`config.mk`:
```
export PLATFORM = sky130hd
export DESIGN_NAME = proc_host_driver
export DESIGN_NICKNAME = d
export VERILOG_FILES = /design/src/rtl/proc_host_pkg.sv /design/src/rtl/proc_host_rdbuf.sv /design/src/rtl/proc_host_driver.sv
export SDC_FILE = /design/constraint.sdc
export NUM_CORES = 1
export LEC_CHECK = 0
export CAP_MARGIN = 40
export CORE_AREA = 8 8 127 99
export DETAILED_ROUTE_END_ITERATION = 10
export DIE_AREA = 0 0 135 107
export GPL_ROUTABILITY_DRIVEN = 0
export PLACE_DENSITY = 0.61
export RECOVER_POWER = 50
export SYNTH_ARGS = -nofsm -noshare
export SYNTH_HDL_FRONTEND = slang
export SYNTH_SLANG_ARGS = --single-unit
```
`constraint.sdc`:
```
create_clock -name clk -period 2.3 [get_ports clk]
set_input_delay 0.46 -clock clk [delete_from_list [all_inputs] [get_ports clk]]
set_output_delay 0.46 -clock clk [all_outputs]
set_load 0.05 [all_outputs]
```
`src/rtl/proc_host_pkg.sv`:
```
// Shared types for the processor host sequencer: FSM states and pin bit positions.
// The HI state exists only when HOST_SAYHI_EN is defined.
package proc_host_pkg;

    typedef enum logic [2:0] {
        ST_IDLE,
        ST_LOAD,
        ST_RUN,
        ST_READ,
        ST_DRAIN
`ifdef HOST_SAYHI_EN
        , ST_HI
`endif
    } state_t;

    localparam int READOUT_BIT = 0;
    localparam int SAYHI_BIT   = 1;
    localparam int LOAD_BIT    = 2;

    // Index width for an n-entry buffer, never zero.
    function automatic int idx_w(input int n);
        return (n > 1) ? $clog2(n) : 1;
    endfunction

endpackage

```
`src/rtl/proc_host_rdbuf.sv`:
```
// Result capture buffer: written by slot index during readout, then drained
// slot 0 first onto a valid/ready stream whose data/valid are registered.
module proc_host_rdbuf import proc_host_pkg::*; #(
    parameter int READ_BYTES = 4,
    parameter int IW         = idx_w(READ_BYTES),
    parameter int BW         = $clog2(READ_BYTES + 1)
) (
    input  logic          clk,
    input  logic          rst_n,
    input  logic          i_wr_en,
    input  logic [IW-1:0] i_wr_idx,
    input  logic [7:0]    i_wr_data,
    input  logic          i_start,
    input  logic          i_single,
    input  logic          i_ready,
    output logic [7:0]    o_data,
    output logic          o_valid,
    output logic          o_done
);

    localparam int DEPTH = 1 << IW;

    logic [7:0]    r_buf [DEPTH];
    logic [IW-1:0] r_rd_idx;
    logic [BW-1:0] r_left;
    logic [7:0]    r_data;
    logic          r_valid;
    logic          w_hs;
    logic [7:0]    w_slot0;

    assign w_hs    = r_valid & i_ready;
    assign o_done  = w_hs && (r_left == BW'(1));
    assign o_data  = r_data;
    assign o_valid = r_valid;

    // Slot 0 may be written on the same edge the drain starts (single-byte reads).
    assign w_slot0 = (i_wr_en && (i_wr_idx == '0)) ? i_wr_data : r_buf[0];

    always_ff @(posedge clk or negedge rst_n) begin
        if (!rst_n) begin
            for (int i = 0; i < DEPTH; i++) r_buf[i] <= '0;
            r_rd_idx <= '0;
            r_left   <= '0;
            r_data   <= '0;
            r_valid  <= 1'b0;
        end else begin
            if (i_wr_en) r_buf[i_wr_idx] <= i_wr_data;
            if (i_start) begin
                r_valid  <= 1'b1;
                r_data   <= w_slot0;
                r_rd_idx <= IW'(1);
                r_left   <= i_single ? BW'(1) : BW'(READ_BYTES);
            end else if (w_hs) begin
                if (r_left == BW'(1)) begin
                    r_valid <= 1'b0;
                end else begin
                    r_data   <= r_buf[r_rd_idx];
                    r_rd_idx <= r_rd_idx + 1'b1;
                end
                r_left <= r_left - 1'b1;
            end
        end
    end

endmodule

```
`src/rtl/proc_host_driver.sv`:
```
// Host-side sequencer for the processor pins: load program, run, read out, drain.
// Optional sayhi path (HI state, proc_uio[1]) enabled by HOST_SAYHI_EN.
module proc_host_driver import proc_host_pkg::*; #(
    parameter int PROG_BYTES = 16,
    parameter int RUN_CYCLES = 64,
    parameter int READ_BYTES = 4
) (
    input  logic       clk,
    input  logic       rst_n,
    input  logic       ena,
    input  logic       start,
    output logic       busy,
    input  logic [7:0] s_data,
    input  logic       s_valid,
    output logic       s_ready,
    output logic [7:0] m_data,
    output logic       m_valid,
    input  logic       m_ready,
    output logic [7:0] proc_ui,
    output logic [7:0] proc_uio,
    input  logic [7:0] proc_uo,
    input  logic       hi_req
);

    localparam int PW = $clog2(PROG_BYTES + 1);
    localparam int RW = $clog2(RUN_CYCLES + 1);
    localparam int BW = $clog2(READ_BYTES + 1);
    localparam int IW = idx_w(READ_BYTES);

    state_t        r_state, w_next;
    logic [PW-1:0] r_prog_cnt;
    logic [RW-1:0] r_run_cnt;
    logic [BW-1:0] r_rd_cnt;
    logic [7:0]    r_ui;
    logic          r_load;
    logic          r_busy;
    logic          r_cap_vld;
    logic [IW-1:0] r_cap_idx;
    logic          w_xfer;
    logic          w_rd_phase;
    logic [BW-1:0] w_rd_lim;
    logic          w_strobe;
    logic          w_drain_done;
    logic          w_single;
    logic [7:0]    w_uio;

    assign s_ready  = (r_state == ST_LOAD) && ena;
    assign w_xfer   = s_valid && s_ready;
    assign busy     = r_busy;
    assign proc_ui  = r_ui;
    assign proc_uio = w_uio;

`ifdef HOST_SAYHI_EN
    assign w_single = (r_state == ST_HI);
`else
    logic w_unused_hi;
    assign w_unused_hi = hi_req;
    assign w_single    = 1'b0;
`endif

    // READ and HI share the strobe counter; HI issues a single strobe.
    always_comb begin
        w_rd_phase = (r_state == ST_READ);
        w_rd_lim   = BW'(READ_BYTES);
`ifdef HOST_SAYHI_EN
        if (r_state == ST_HI) begin
            w_rd_phase = 1'b1;
            w_rd_lim   = BW'(1);
        end
`endif
        w_strobe = w_rd_phase && ena && (r_rd_cnt < w_rd_lim);
    end

    always_comb begin
        w_next = r_state;
        case (r_state)
            ST_IDLE: begin
`ifdef HOST_SAYHI_EN
                if (hi_req)     w_next = ST_HI;
                else if (start) w_next = ST_LOAD;
`else
                if (start)      w_next = ST_LOAD;
`endif
            end
            ST_LOAD:  if (w_xfer && (r_prog_cnt == PW'(PROG_BYTES - 1))) w_next = ST_RUN;
            ST_RUN:   if (ena && (r_run_cnt == RW'(RUN_CYCLES - 1)))     w_next = ST_READ;
            ST_READ:  if (ena && (r_rd_cnt == w_rd_lim))                 w_next = ST_DRAIN;
`ifdef HOST_SAYHI_EN
            ST_HI:    if (ena && (r_rd_cnt == w_rd_lim))                 w_next = ST_DRAIN;
`endif
            ST_DRAIN: if (w_drain_done)                                  w_next = ST_IDLE;
            default:  w_next = ST_IDLE;
        endcase
    end

    always_comb begin
        w_uio              = '0;
        w_uio[LOAD_BIT]    = r_load & ena;
        w_uio[READOUT_BIT] = w_strobe & (r_state == ST_READ);
`ifdef HOST_SAYHI_EN
        w_uio[SAYHI_BIT]   = w_strobe & (r_state == ST_HI);
`endif
    end

    // Captures trail their strobe by one cycle and are never suppressed by ena.
    always_ff @(posedge clk or negedge rst_n) begin
        if (!rst_n) begin
            r_state    <= ST_IDLE;
            r_busy     <= 1'b0;
            r_ui       <= '0;
            r_load     <= 1'b0;
            r_cap_vld  <= 1'b0;
            r_cap_idx  <= '0;
            r_prog_cnt <= '0;
            r_run_cnt  <= '0;
            r_rd_cnt   <= '0;
        end else begin
            r_state   <= w_next;
            r_busy    <= (w_next != ST_IDLE);
            r_load    <= w_xfer;
            r_cap_vld <= w_strobe;
            r_cap_idx <= r_rd_cnt[IW-1:0];
            if (w_xfer) r_ui <= s_data;
            if (w_next != r_state) begin
                r_prog_cnt <= '0;
                r_run_cnt  <= '0;
                r_rd_cnt   <= '0;
            end else begin
                if (w_xfer)                     r_prog_cnt <= r_prog_cnt + 1'b1;
                if ((r_state == ST_RUN) && ena) r_run_cnt  <= r_run_cnt + 1'b1;
                if (w_strobe)                   r_rd_cnt   <= r_rd_cnt + 1'b1;
            end
        end
    end

    proc_host_rdbuf #(
        .READ_BYTES (READ_BYTES)
    ) u_rdbuf (
        .clk       (clk),
        .rst_n     (rst_n),
        .i_wr_en   (r_cap_vld),
        .i_wr_idx  (r_cap_idx),
        .i_wr_data (proc_uo),
        .i_start   (w_rd_phase && (w_next == ST_DRAIN)),
        .i_single  (w_single),
        .i_ready   (m_ready),
        .o_data    (m_data),
        .o_valid   (m_valid),
        .o_done    (w_drain_done)
    );

endmodule

```
# Yosys cells after proc, flatten, opt, wreduce, memory -nomap -nowiden
# Cells that the tools add are included.
# word_totals
register_bits	77
latch_bits	0
ram_bits	0
rom_bits	0
inputBits	23
out_inout_bits	27
word_cells	94
n_memories	0
# op_classes
n_addsub	5
multipliers	0
n_div	0
magnitude_cmp	4
eq_ne	11
n_shift	0
n_mux	30
bitwise	5
reduce_logical	22
# ops
operator	n
2-to-1 mux 8 bit	7
bitwise mux 32 bit	1
2-to-1 mux 3 bit	9
binary-select mux 8 bit (select 2 bit)	1
demux 8 bit (select 2 bit)	1
one-hot mux 3 bit (5 select lines)	1
2-to-1 mux 7 bit	2
logical AND 1 bit	12
2-to-1 mux 5 bit	2
nonzero test 2 bit	5
== test 3 bit, second input constant	3
adder 7 x 1 -> 7 bit, second input constant	1
== test 7 x 6 -> 1 bit, second input constant	1
== test 3 x 1 -> 1 bit, second input constant	2
== test 3 x 2 -> 1 bit, second input constant	2
>= comparator 3 bit, second input constant	2
2-to-1 mux 2 bit	3
inverter 2 -> 3 bit	2
adder 5 x 1 -> 5 bit, second input constant	1
== test 5 x 4 -> 1 bit, second input constant	1
AND reduction 2 bit	2
adder 3 x 1 -> 3 bit, second input constant	1
AND 1 bit	3
zero test 3 bit	1
other kinds (9)	11

# Depth between registers and ports, before layout
# Gate-level depths: netlist (run 1).
# logic_depth
ltp_word	10
depth_mapped	8
mapped_depth_nobuf	7

# Hierarchy
# From an unflattened synthesis (run 1), not the netlist that was laid out.
# hier_totals
hier_cells	304
area_unflattened_um2	3813.7
# modules_own_cells
mod	instances	cells_each	area_per_inst_um2	seq_area_each_um2
proc_host_rdbuf	1	174	2249.7	1151.1
proc_host_driver	1	130	1564.0	775.7

# Worst setup path after synthesis (run 1)
# OpenSTA, ideal clock, no wires.
# synth_timing
kind	register to output
start	register r_state[2]
end	output s_ready
arrival_time_ns	1.861
required_ns	1.840
slack_ns	-0.021
stages_incl_launch_ff	4
path_buffers	1
path_cell_list	dfrtp_1 -> nand2b_1 -> buf_6 -> nor3b_1
# synth_via
elab_chain_len	2
# synth_rtl
item	line_no	rtl
start, declared	proc_host_driver.sv:30	state_t r_state, w_next;
start signal, assigned	proc_host_driver.sv:118	r_state <= w_next;
== test 3 x 1 -> 1 bit	proc_host_driver.sv:47	assign s_ready = (r_state == ST_LOAD) && ena;
logical AND 1 bit	proc_host_driver.sv:47	
end, declared	proc_host_driver.sv:15	output logic s_ready,
# Every way passes these cells.

# Final worst setup path (run 1)
# layout_timing
start	register r_state[2]
end	output proc_uio[0]
# layout_via
elab_chain_len	4
# layout_rtl
item	line_no	rtl
== test 3 x 2 -> 1 bit *	proc_host_driver.sv:63, proc_host_driver.sv:99	
logical AND 1 bit (2 in series)	proc_host_driver.sv:71	w_strobe = w_rd_phase && ena && (r_rd_cnt < w_rd_lim);
AND 1 bit *	proc_host_driver.sv:99	w_uio[READOUT_BIT] = w_strobe & (r_state == ST_READ);
end, declared	proc_host_driver.sv:20	output logic [7:0] proc_uio,
# Every way passes the cells marked *; elsewhere a longest branch is shown, timed or not.

==> flow_metrics.py, run 1 <==
metrics = {
    "status": {
        "status": "finished, final reports clean",
    },
    "final_layout": {
        "n_antenna_cell": 0,
        "most-common-layout-cells": "77 x dfrtp_1, 37 x clkdlybuf4s50_1, 34 x mux2_2, 22 x nand2_1, 20 x a21oi_1",
        "fill_cells": 1030,
        "final_area_um2": 4530,
        "fin_util_pct": 42.5,
        "final_common_cell": "dfrtp_1",
        "synthToLayoutAreaGrowth_pct": 25.7,
        "final_nets": 377,
        "drive_gt1_share_pct": 26.1,
        "instances_no_fill": 492,
    },
    "clocking": {
        "cts_setup_buffers": 0,
        "cts_tree": "yes",
        "ctsResizeCount": 1,
        "clock_latency_ns": 0.32,
        "clock_path_buffers": 2,
        "cts.sinks": 77,
        "clk_pin_slew_ns": 0.06,
        "cts-root-buf": "clkbuf_16",
        "hold_buffers": 0,
        "cts_buffers": 9,
        "htree_levels": 3,
    },
    "floorplan": {
        "die-height_um": 107,
        "coreArea_um2": 10700,
        "ios": 50,
        "die_area_um2": 14400,
        "die_w_um": 135,
        "initial_utilization_pct": 33.8,
        "rows": 33,
    },
    "sta": {
        "max_clock_freq_ghz": 0.473,
        "rsz0062_at_grt": "false",
        "final-hold-violation-count": 0,
        "min_period_ns": 2.11,
        "drv_slew": 0,
        "slew_headroom_pct": 29.0,
        "worst_slack_ns": 0.186,
        "tightest_slew_ns": 1.06,
        "finClkSkew_ns": 0.00514,
        "holdWs_ns": 0.319,
        "setup_tns_ns": 0,
        "period_share_pct": 91.9,
        "setup_viol": 0,
    },
    "power_and_ir_drop": {
        "vdd_drop_max_mv": 0.695,
        "power_mw": 5.35,
        "powerDensity_nw_per_um2": 1180,
        "leakage_nw": 1.90,
    },
    "route": {
        "wl_per_cell_um": 15.1,
        "dr.pass1.iters": 4,
        "routed_via_density": 4.80,
        "vias": 2364,
        "drc": 0,
        "totalWireLength_um": 7450,
        "ant_nets": 0,
        "drt_iter0_drc": 80,
    },
    "placement": {
        "placement.io_buffers": 42,
        "dp_hpwl_um": 5160,
        "dpl.cell_count": 476,
        "placed_cell_area_um2": 4280,
        "place_ws_ns": -0.0698,
    },
    "critical_path": {
        "r2r_slack_ns": 0.39,
        "cp-end-kind": "output pin",
        "crit_slowest_cell": "dfrtp_1",
        "startpoint_type": "register",
        "worstPathArrival_ns": 1.65,
        "required_ns": 1.84,
        "r2r_cells": 5,
        "critPathMaxFanout": 8,
        "timing.rr.end": "r_prog_cnt[4]",
        "crit_family": "flip-flops",
        "cp_slowest_stage_delay_ns": 0.47,
        "cpMostUsedCell": "buf_4",
        "crit_type": "register to output pin",
        "critPathBufInv": 3,
        "reg2reg_from": "r_state[2]",
        "path_cells": "nand2b_1 > buf_4 > nor3_1 > buf_4 > buf_12",
    },
    "global_route": {
        "grt_pass1_vias": 2534,
        "grt_pass1_wl_um": 12700,
        "grt_usage_pct": 11.0,
        "grt_max_degree": 44,
        "antenna_found_initial": 0,
        "gr-total-overflow": 0,
    },
    "synth": {
        "synth-seq-cells": 77,
        "netlist_top_cells_area": "dfrtp_1 54%, mux2_2 13%, mux4_2 5.0%",
        "yosys.area.top_type": "dfrtp_1",
        "netlist_instances": 289,
        "syn_area_um2": 3600,
        "ys_types": 46,
        "synth_seq_area_share_pct": 53.5,
        "netlist.area_leader.share_pct": 53.5,
        "syn_area_per_cell_um2": 12.5,
        "synth_warnings": 0,
    },
    "worst_hold_path": {
        "hp-class": "primary input to async pin",
    },
    "run": {
        "drv_cap": 0,
    },
}
==> how the worst max path moves through the flow <==
stage	start	to	slack [ns]	cells after the start
floorplan	r_state[2]	proc_uio[0]	0.05	3
global placement	ena	proc_uio[0]	-0.06	7
detailed placement	ena	proc_uio[0]	-0.07	7
CTS	r_state[2]	proc_uio[0]	0.16	5
global route	r_state[2]	proc_uio[0]	0.06	5
finish	r_state[2]	proc_uio[0]	0.19	5
==> layer usage <==
layer | vias up | wire [µm] | track usage (%)
met3 | 5 | 354 | 3.41
met1 | 1201 | 3440 | 14.0
li1 | 1116 | - | -
met4 | 0 | 64 | 3.56
met2 | 42 | 3590 | 17.6
met5 | - | 0 | 0
==> cells in the mapped netlist (all sizes together) <==
cell type and instances:
and3 2, nand4 2, a32oi 1, a2bb2oi 1
nor2 29, nand3b 3, inv 7, a31oi 1
mux2i 1, and2 3, xnor2 9, nor2b 1
o31ai 1, o21bai 1, nand3 5, mux2 40
nor3b 2, or4 1, clkbuf 4, a21oi 20
nand4b 1, o211ai 1, buf 13, a211oi 2
a311o 1, conb 1, a32o 2, nand2b 3
nand4bb 1, xor2 3, nor3 6, dfrtp 77
nand2 22, mux4 8, o21ai 3, or3 2
o21a 1, and4bb 1, ha 7
==> flip-flops by register name (all words and copies together) (netlist names) <==
name              count
r_cap_idx             2
proc_ui               8
r_cap_vld             1
busy                  1
u_rdbuf.r_rd_idx      2
r_prog_cnt            5
r_state               3
r_rd_cnt              3
r_run_cnt             7
r_load                1
u_rdbuf.o_valid       1
u_rdbuf.r_left        3
u_rdbuf.o_data        8
u_rdbuf.r_buf        32
==> power breakdown <==
part / internal [mW] / leakage (nW) / switching, mW / total [mW]
registers: 1.72 / 0.946 / 0.303 / 2.02
logic: 0.912 / 0.819 / 1.12 / 2.03
clock network: 0.755 / 0.134 / 0.540 / 1.30
total: 3.39 / 1.90 / 1.96 / 5.35
==> final cells by class <==
type / count / area [µm²] / share of cell area, %
sequential: 77 / 1930 / 42.6
clock buffer: 10 / 239 / 5.28
inverter: 7 / 26.3 / 0.581
multi-input combinational: 193 / 1550 / 34.1
clock inverter: 6 / 38.8 / 0.857
tap: 140 / 175 / 3.87
timing repair buffer: 59 / 574 / 12.7
==> logic make-up (layout without fill, tap and decap cells) <==
group / count (synthesis) / count (layout) / share of synthesized area, %
AOI/OAI and AO/OA: 35 / 35 / 6.46
xor gates and xnor gates: 12 / 12 / 2.92
adders and majority gates: 7 / 7 / 2.43
buffers and inverters: 24 / 82 / 4.10
DFF: 77 / 77 / 53.5
muxes: 49 / 49 / 17.8
other: 1 / 6 / 0.104
and+or+nand+nor: 84 / 84 / 12.7
Note: power is estimated with default switching activity, not from simulation.
==> run 2, diff against run 1 <==
- ABC_CLOCK_PERIOD_IN_PS: default -> 2300
==> results of run 2 <==
The final DEF is identical to that of run 1; final timing and power are the same.
